--- src/rtl/router_pkt_gen.sv ---
// Packet source for the 1xN router: emits header {len,addr}, payload and an
// even-XOR parity byte, stalling on router busy.
module router_pkt_gen #(
    parameter int          DATA_W    = 8,
    parameter int          ADDR_W    = 2,
    parameter int          LEN_W     = 6,
    parameter int          NUM_DEST  = 3,
    parameter logic [7:0]  LFSR_SEED = 8'hA5
) (
    input  logic              clock,
    input  logic              reset,
    input  logic              start,
    input  logic [ADDR_W-1:0] cfg_addr,
    input  logic [LEN_W-1:0]  cfg_len,
    input  logic              cfg_mode,
    input  logic              cfg_err_inj,
    input  logic              busy,
    output logic [DATA_W-1:0] pkt_data,
    output logic              pkt_valid,
    output logic              ready,
    output logic              done,
    output logic              cfg_err,
    output logic [15:0]       pkt_count
);

    localparam logic [1:0] IDLE    = 2'd0;
    localparam logic [1:0] HEADER  = 2'd1;
    localparam logic [1:0] PAYLOAD = 2'd2;
    localparam logic [1:0] PARITY  = 2'd3;

    localparam logic [ADDR_W:0] DEST_LIMIT = NUM_DEST[ADDR_W:0];

    logic [1:0]        state;
    logic [LEN_W-1:0]  len_q;
    logic              mode_q;
    logic              err_q;
    logic [LEN_W-1:0]  idx;
    logic [7:0]        lfsr;
    logic [7:0]        lfsr_nxt;
    logic [DATA_W-1:0] acc;
    logic [DATA_W-1:0] acc_nxt;
    logic [LEN_W-1:0]  idx_nxt;

    // Tap set chosen to reproduce the reference sequence A5,4B,96,2C.
    always_comb begin
        lfsr_nxt = {lfsr[6:0], lfsr[7] ^ lfsr[6] ^ lfsr[4] ^ lfsr[3]};
        acc_nxt  = acc ^ pkt_data;
        idx_nxt  = idx + LEN_W'(1);
    end

    assign ready = (state == IDLE);

    always_ff @(posedge clock) begin
        if (reset) begin
            state     <= IDLE;
            pkt_data  <= '0;
            pkt_valid <= 1'b0;
            done      <= 1'b0;
            cfg_err   <= 1'b0;
            pkt_count <= '0;
            lfsr      <= LFSR_SEED;
            acc       <= '0;
            len_q     <= '0;
            mode_q    <= 1'b0;
            err_q     <= 1'b0;
            idx       <= '0;
        end else begin
            done    <= 1'b0;
            cfg_err <= 1'b0;
            case (state)
                IDLE: begin
                    pkt_data  <= '0;
                    pkt_valid <= 1'b0;
                    if (start) begin
                        if ({1'b0, cfg_addr} < DEST_LIMIT) begin
                            len_q     <= cfg_len;
                            mode_q    <= cfg_mode;
                            err_q     <= cfg_err_inj;
                            pkt_data  <= {cfg_len, cfg_addr};
                            pkt_valid <= 1'b1;
                            acc       <= {cfg_len, cfg_addr};
                            state     <= HEADER;
                        end else begin
                            cfg_err <= 1'b1;
                        end
                    end
                end
                HEADER: begin
                    if (!busy) begin
                        if (len_q == '0) begin
                            // accumulator still holds only the header here
                            pkt_data  <= err_q ? ~acc : acc;
                            pkt_valid <= 1'b0;
                            state     <= PARITY;
                        end else begin
                            idx      <= '0;
                            pkt_data <= mode_q ? DATA_W'(lfsr) : '0;
                            state    <= PAYLOAD;
                        end
                    end
                end
                PAYLOAD: begin
                    if (!busy) begin
                        acc <= acc_nxt;
                        if (mode_q) lfsr <= lfsr_nxt;
                        if (idx == len_q - LEN_W'(1)) begin
                            pkt_data  <= err_q ? ~acc_nxt : acc_nxt;
                            pkt_valid <= 1'b0;
                            state     <= PARITY;
                        end else begin
                            idx      <= idx_nxt;
                            pkt_data <= mode_q ? DATA_W'(lfsr_nxt) : DATA_W'(idx_nxt);
                        end
                    end
                end
                PARITY: begin
                    if (!busy) begin
                        pkt_data  <= '0;
                        pkt_valid <= 1'b0;
                        done      <= 1'b1;
                        pkt_count <= pkt_count + 16'd1;
                        state     <= IDLE;
                    end
                end
                default: state <= IDLE;
            endcase
        end
    end

endmodule
--- config.mk ---
export PLATFORM = sky130hd
export DESIGN_NAME = router_pkt_gen
export DESIGN_NICKNAME = d
export VERILOG_FILES = /design/src/rtl/router_pkt_gen.sv
export SDC_FILE = /design/constraint.sdc
export NUM_CORES = 1
export LEC_CHECK = 0
export ABC_CLOCK_PERIOD_IN_PS = 2000
export CAP_MARGIN = 0
export CORE_UTILIZATION = 40
export CTS_CLUSTER_DIAMETER = 120
export DETAILED_ROUTE_END_ITERATION = 7
export MAX_ROUTING_LAYER = met4
export PLACE_DENSITY_LB_ADDON = 0.08
export SLEW_MARGIN = 10
export SYNTH_ARGS = -nofsm -noshare
export SYNTH_HDL_FRONTEND = slang
export SYNTH_SLANG_ARGS = --single-unit
--- constraint.sdc ---
create_clock -name clock -period 2 [get_ports clock]
set_input_delay 0.2 -clock clock [delete_from_list [all_inputs] [get_ports clock]]
set_output_delay 0.2 -clock clock [all_outputs]
set_load 0.02 [all_outputs]
Word-level counts from Yosys, hierarchy flattened
Index checks and enable logic that the tools add are counted.
Widths: inputs -> output; s select.
{"block": "classes", "mul": 0, "n_eq_ne": 13, "shifts": 0, "bitwise_logic": 10, "n_reduce_logical": 14, "n_mux": 39, "n_div": 0, "n_lt_le_gt_ge": 1, "addsub": 3}
{"cell": "$mux 8", "n": 14}
{"cell": "$pmux 8 s4", "n": 1}
{"cell": "$mux 6", "n": 4}
{"cell": "$add 16x1->16 const B", "n": 1}
{"cell": "$ne 2x2->1 const B", "n": 8}
{"cell": "$not 8->8", "n": 2}
{"cell": "$pmux 8 s2", "n": 1}
{"cell": "$mux 2", "n": 6}
{"cell": "$pmux 6 s2", "n": 1}
{"cell": "$mux 1", "n": 10}
{"cell": "$reduce_and 5->1", "n": 2}
{"cell": "$reduce_and 3->1", "n": 3}
{"cell": "$pmux 2 s4", "n": 1}
{"cell": "$xor 8x8->8", "n": 1}
{"cell": "$add 6x1->6 const B", "n": 1}
{"cell": "$eq 6x6->1", "n": 1}
{"cell": "$logic_not 6->1", "n": 1}
{"cell": "$reduce_and 6->1", "n": 1}
{"cell": "$sub 6x1->6 const B", "n": 1}
{"cell": "$eq 2x2->1 const B", "n": 2}
{"cell": "$not 1->1", "n": 4}
{"cell": "$pmux 1 s4", "n": 1}
{"cell": "$reduce_and 4->1", "n": 1}
{"cell": "$reduce_bool 2->1", "n": 2}
{"cell": "other kinds (8)", "n": 10}
{"block": "totals", "romBits": 0, "ramBits": 0, "in_bits": 14, "elab_cells": 92, "latch_bits": 0, "n_memories": 0, "regBits": 59}

Longest topological paths before layout
{"block": "logic_depth", "word_depth": 7, "ltp_mapped": 9}

Worst setup path after synthesis
Ideal clock, no wire load.
{"block": "synth_timing", "path_type": "register to register", "start": "reg state[0]", "end": "reg acc[6]", "t_required_ns": 1.872, "path_stages_with_launch": 10, "setup_ns": 0.128, "t_arrival_ns": 1.963, "path_buffers": 2, "synth_period_minus_slack_ns": 2.091, "slack_ns": -0.091, "path_cell_list": "dfxtp_1 > inv_1 > ha_1 > buf_2 > nor2_1 > a211oi_1 > clkbuf_1 > o21ai_0 > a22oi_1 > nor2_1"}
{"block": "synth_via", "elab_chain_len": 3, "word_cells_on_any_way": 8, "cone_classes": "4 x eq/ne; 1 x mux; 3 x reduce/logical"}
{"element": "start: declaration", "line": "33", "text": "logic [1:0] state;"}
{"element": "start signal: assignment", "line": "55", "text": "state <= IDLE;"}
{"element": "start signal: assignment", "line": "82", "text": "state <= HEADER;"}
{"element": "start signal: assignment", "line": "94", "text": "state <= PARITY;"}
{"element": "$logic_not 2->1 (*)"}
{"element": "net ready", "line": "20", "text": "output logic ready,"}
{"element": "$ne 2x1->1 (no source line), or another cell as far along"}
{"element": "$reduce_and 4->1 (no source line)"}
{"element": "end signal: assignment", "line": "81", "text": "acc <= {cfg_len, cfg_addr};"}
{"element": "end signal: assignment", "line": "104", "text": "acc <= acc_nxt;"}
{"element": "end: declaration", "line": "40", "text": "logic [DATA_W-1:0] acc;"}
Mark *: on every way through the listed nets, which the timed path passes. The rest lies on a longest branch.
A chain may end at the register's enable or synchronous reset.

Worst setup path in the final report
{"block": "layout_timing", "start": "reg len_q[0]", "end": "reg pkt_valid"}
{"block": "layout_via", "elab_chain_len": 4, "word_cells_on_any_way": 6, "cone_classes": "1 x add/sub; 3 x eq/ne; 2 x reduce/logical"}
{"element": "start: declaration", "line": "34", "text": "logic [LEN_W-1:0] len_q;"}
{"element": "start signal: assignment", "line": "76", "text": "len_q <= cfg_len;"}
{"element": "$sub 6x1->6", "line": "106", "text": "if (idx == len_q - LEN_W'(1)) begin"}
{"element": "$eq 6x6->1", "line": "106"}
{"element": "$ne 2x2->1 (no source line)"}
{"element": "$reduce_and 5->1 (no source line) (*)"}
{"element": "end signal: assignment", "line": "93", "text": "pkt_valid <= 1'b0;"}
{"element": "end signal: assignment", "line": "108", "text": "pkt_valid <= 1'b0;"}
{"element": "end signal: assignment", "line": "119", "text": "pkt_valid <= 1'b0;"}
{"element": "end: declaration", "line": "19", "text": "output logic pkt_valid,"}
Every way passes the cells marked *; elsewhere a longest branch is shown, timed or not.

==> impl_results.md <==
* Most common cell after layout, fill and taps aside: dfxtp_1
* Most used DFF post-synth: dfxtp_1
* CP max-delay cell: or3_4
* Clock latency at the later pin of the worst-skew pair at 340 ps
* Die area at 8833 sq um
* Top cell type's share of synthesized area at 0.3490
* Warning count from the yosys run at 0
* Commonest cells after routing, fill and taps aside: 56 x dfxtp_1, 52 x nand2_1, 44 x nor2_1
* Share of cells above drive strength 1 at 0.1781
* Yosys cell types at 57
* Power Dens Cells at about 1100 nW/um^2
* Max FO, Critical Path at 4
* Largest net degree at the start of global routing at 41
* Vias per std cell at 5.404
* # DRC at 0
* Final GP Congestion at around 0.91
* Slew headroom at 0.6671
* Grt total ovfl at 0
* Leakage at about 1.7 nW
* Die W at 93.99 um
* CP required at 2280 ps
* Final setup violation count at 3
* Routed WL per cell at around 16 um
* Worst Skew at between 7 and 8 ps
* Slew @ Worst Pin at just under 500 ps
* Vias at 3,237
* GR Util All Layers at 0.2313
* CP Buf/Inv Count at 2
* Crit path cell chain: inv_2, ha_4, nor2b_4, or3_4, a31oi_4, buf_6, a21oi_4, or3_1, a21oi_2
* Setup WS post-layout at -52.04 ps
* Root Buffer: clkbuf_8
* Peak Freq at a little under 500 MHz
* Crit-path max cell delay at 380 ps
* Port bufs at 41
* Delay-heaviest family, CP: simple AND/OR/NAND/NOR gates
* Number of routed nets with antenna violations at 0
* First-pass GRT wire length at about 15,000 um
* IO Count at 42
* Placed Cells at around 570
* Net Count, Synth at 440
* Main area contributors after synthesis: dfxtp_1 35%, xnor2_1 6.7%, nand2_1 5.8%
* FF+latch count, synth at 59
* Mapped Cells at ~420
* Filler cells at about 770
* Clock Path Buffers at 2
* Layout area overhead at 32.53%
* WP data arrival at 2330 ps
* Drt total wl at around 9600 um
* Worst min path class: in -> reg
* RSZ-0062 raised after global routing: yes
* TritonCTS clock tree: yes
* Final setup TNS at -126.3 ps
* Post-synth EDFFs at 0
* Num CTS Buffers at 9
* Worst-path clk slew at 70 ps
* Die H at roughly 94 um
* Diodes inserted at 0
* Async set or reset register ratio after synthesis at 0
* Initial antenna violation count at 0
* Seq/Total Area, Yosys at 0.3490
* Nets at between 500 and 600
* Tmin final at between 2000 and 2500 ps
* Hold buffers post-CTS at 0
* Final Hold Viols at 0
* Peak supply drop at approximately 0.46 mV
* H-Tree Depth at 3
* Max_cap viols at 0
* CP Class: reg -> reg
* Row Count at 33
* Slew Limit Fails at 0
* Fin cells at between 500 and 600
* Area of the mapped netlist at approximately 3400 sq um
* # clock sinks at between 50 and 60
* Vias in the first global route at between 2,000 and 3,000
* Worst setup SP type: flip-flop
* Initial drt markers at 222
* Period utilisation layout at 1.026
* Status: finished with violations
* Failing checks: negative setup slack
* TritonRoute pass-1 iters at 5
* Synth area leader: dfxtp_1
* Critical path endpoint category: flip-flop
* Core area at about 8200 sq um
* Mean post-synth cell area at between 8 and 9 sq um
* HPWL Detailed at 7056 um
* Initial Util at 0.4119
-- Yosys cell counts (8+ instances only) --
cell type and count:
dfxtp_1 59, nand2_1 52, mux2i_1 8, a21oi_1 22, o21ai_0 24, xor2_1 17, nor2_1 45, xnor2_1 26
a22oi_1 8, inv_1 8, nand3_1 23, and3_1 9, clkbuf_1 16, ha_1 8, nor3_1 9
-- power by group --
| group | switching, mW | internal, mW |
|---|---|---|
| Clock | 0.491 | 0.768 |
| Combinational | 1.07 | 0.944 |
| Sequential | 0.181 | 1.32 |
| Total | 1.74 | 3.03 |
-- final timing paths --
check,cells past startpoint,from,to,slack [ps]
max,9,len_q[0],pkt_valid,-50
min,2,reset,pkt_valid,200
max reg2reg,9,len_q[0],pkt_valid,-50
min reg2reg,2,len_q[5],len_q[5],490
-- layout make-up --
class | count | area (sq um) | share of cell area
tap | 105 | 131.4 | 0.02929
sequential | 59 | 1185 | 0.2642
clock buffer | 12 | 155.1 | 0.03459
clock inverter | 4 | 72.57 | 0.01618
timing repair buffer | 82 | 737.0 | 0.1643
multi-input combinational | 329 | 2175 | 0.4848
inverter | 8 | 30.03 | 0.006695
-- sequential cells by signal, indices dropped and copies added (netlist names) --
signal,cells
pkt_valid,1
state,2
idx,6
mode_q,1
err_q,1
pkt_data,8
acc,8
pkt_count,16
lfsr,8
len_q,6
done,1
cfg_err,1
-- metrics by stage --
step | worst slack, ps | total power [mW] | util | hold WS (ps) | area, sq um
6_report | -52.04 | 4.777 | 0.5459 | 203.7 | 4486
5_1_grt | -137.2 | 5.064 | 0.5459 | 203.4 | 4486
4_1_cts | 4.539 | 4.628 | 0.5289 | 203.0 | 4345
3_5_place_dp | -30.66 | 3.336 | 0.4975 | 476.7 | 4088
3_3_place_gp | 10.61 | 3.321 | 0.4975 | 467.6 | 4088
2_1_floorplan | 28.26 | 2.692 | - | 336.0 | 3393
-- cell families (layout without fill, tap and decap cells) --
family | Yosys count | in the layout | share of synthesized area
compound gates | 94 | 94 | 0.1908
mux | 12 | 12 | 0.03697
buf+inv | 30 | 106 | 0.03697
flops | 59 | 59 | 0.3490
xor+xnor | 43 | 43 | 0.1113
fa+ha+maj | 8 | 8 | 0.02958
simple gates | 172 | 172 | 0.2455
-- worst reg2reg max path, cell delays in order, from the launching register on --
cell and delay, ps:
dfxtp_2 340, inv_2 50, ha_4 150, nor2b_4 110, or3_4 380, a31oi_4 260, buf_6 140, a21oi_4 60
or3_1 380, a21oi_2 110
-- metal layers --
metal / up-vias / global-route usage / part of all wire
met5: - / - / 0
met4: 0 / 0.05513 / 0.0089
met3: 7 / 0.06715 / 0.049
met2: 78 / 0.3266 / 0.43
met1: 1530 / 0.3221 / 0.51
li1: 1622 / - / -
-- repair_timing --
item	CTS	global route
gates resized for setup	7	19
pin swaps	6	11
buffers inserted	0	9
gates cloned	0	0
setup endpoints to repair	9	32
Note: power is estimated with default switching activity, not from simulation.
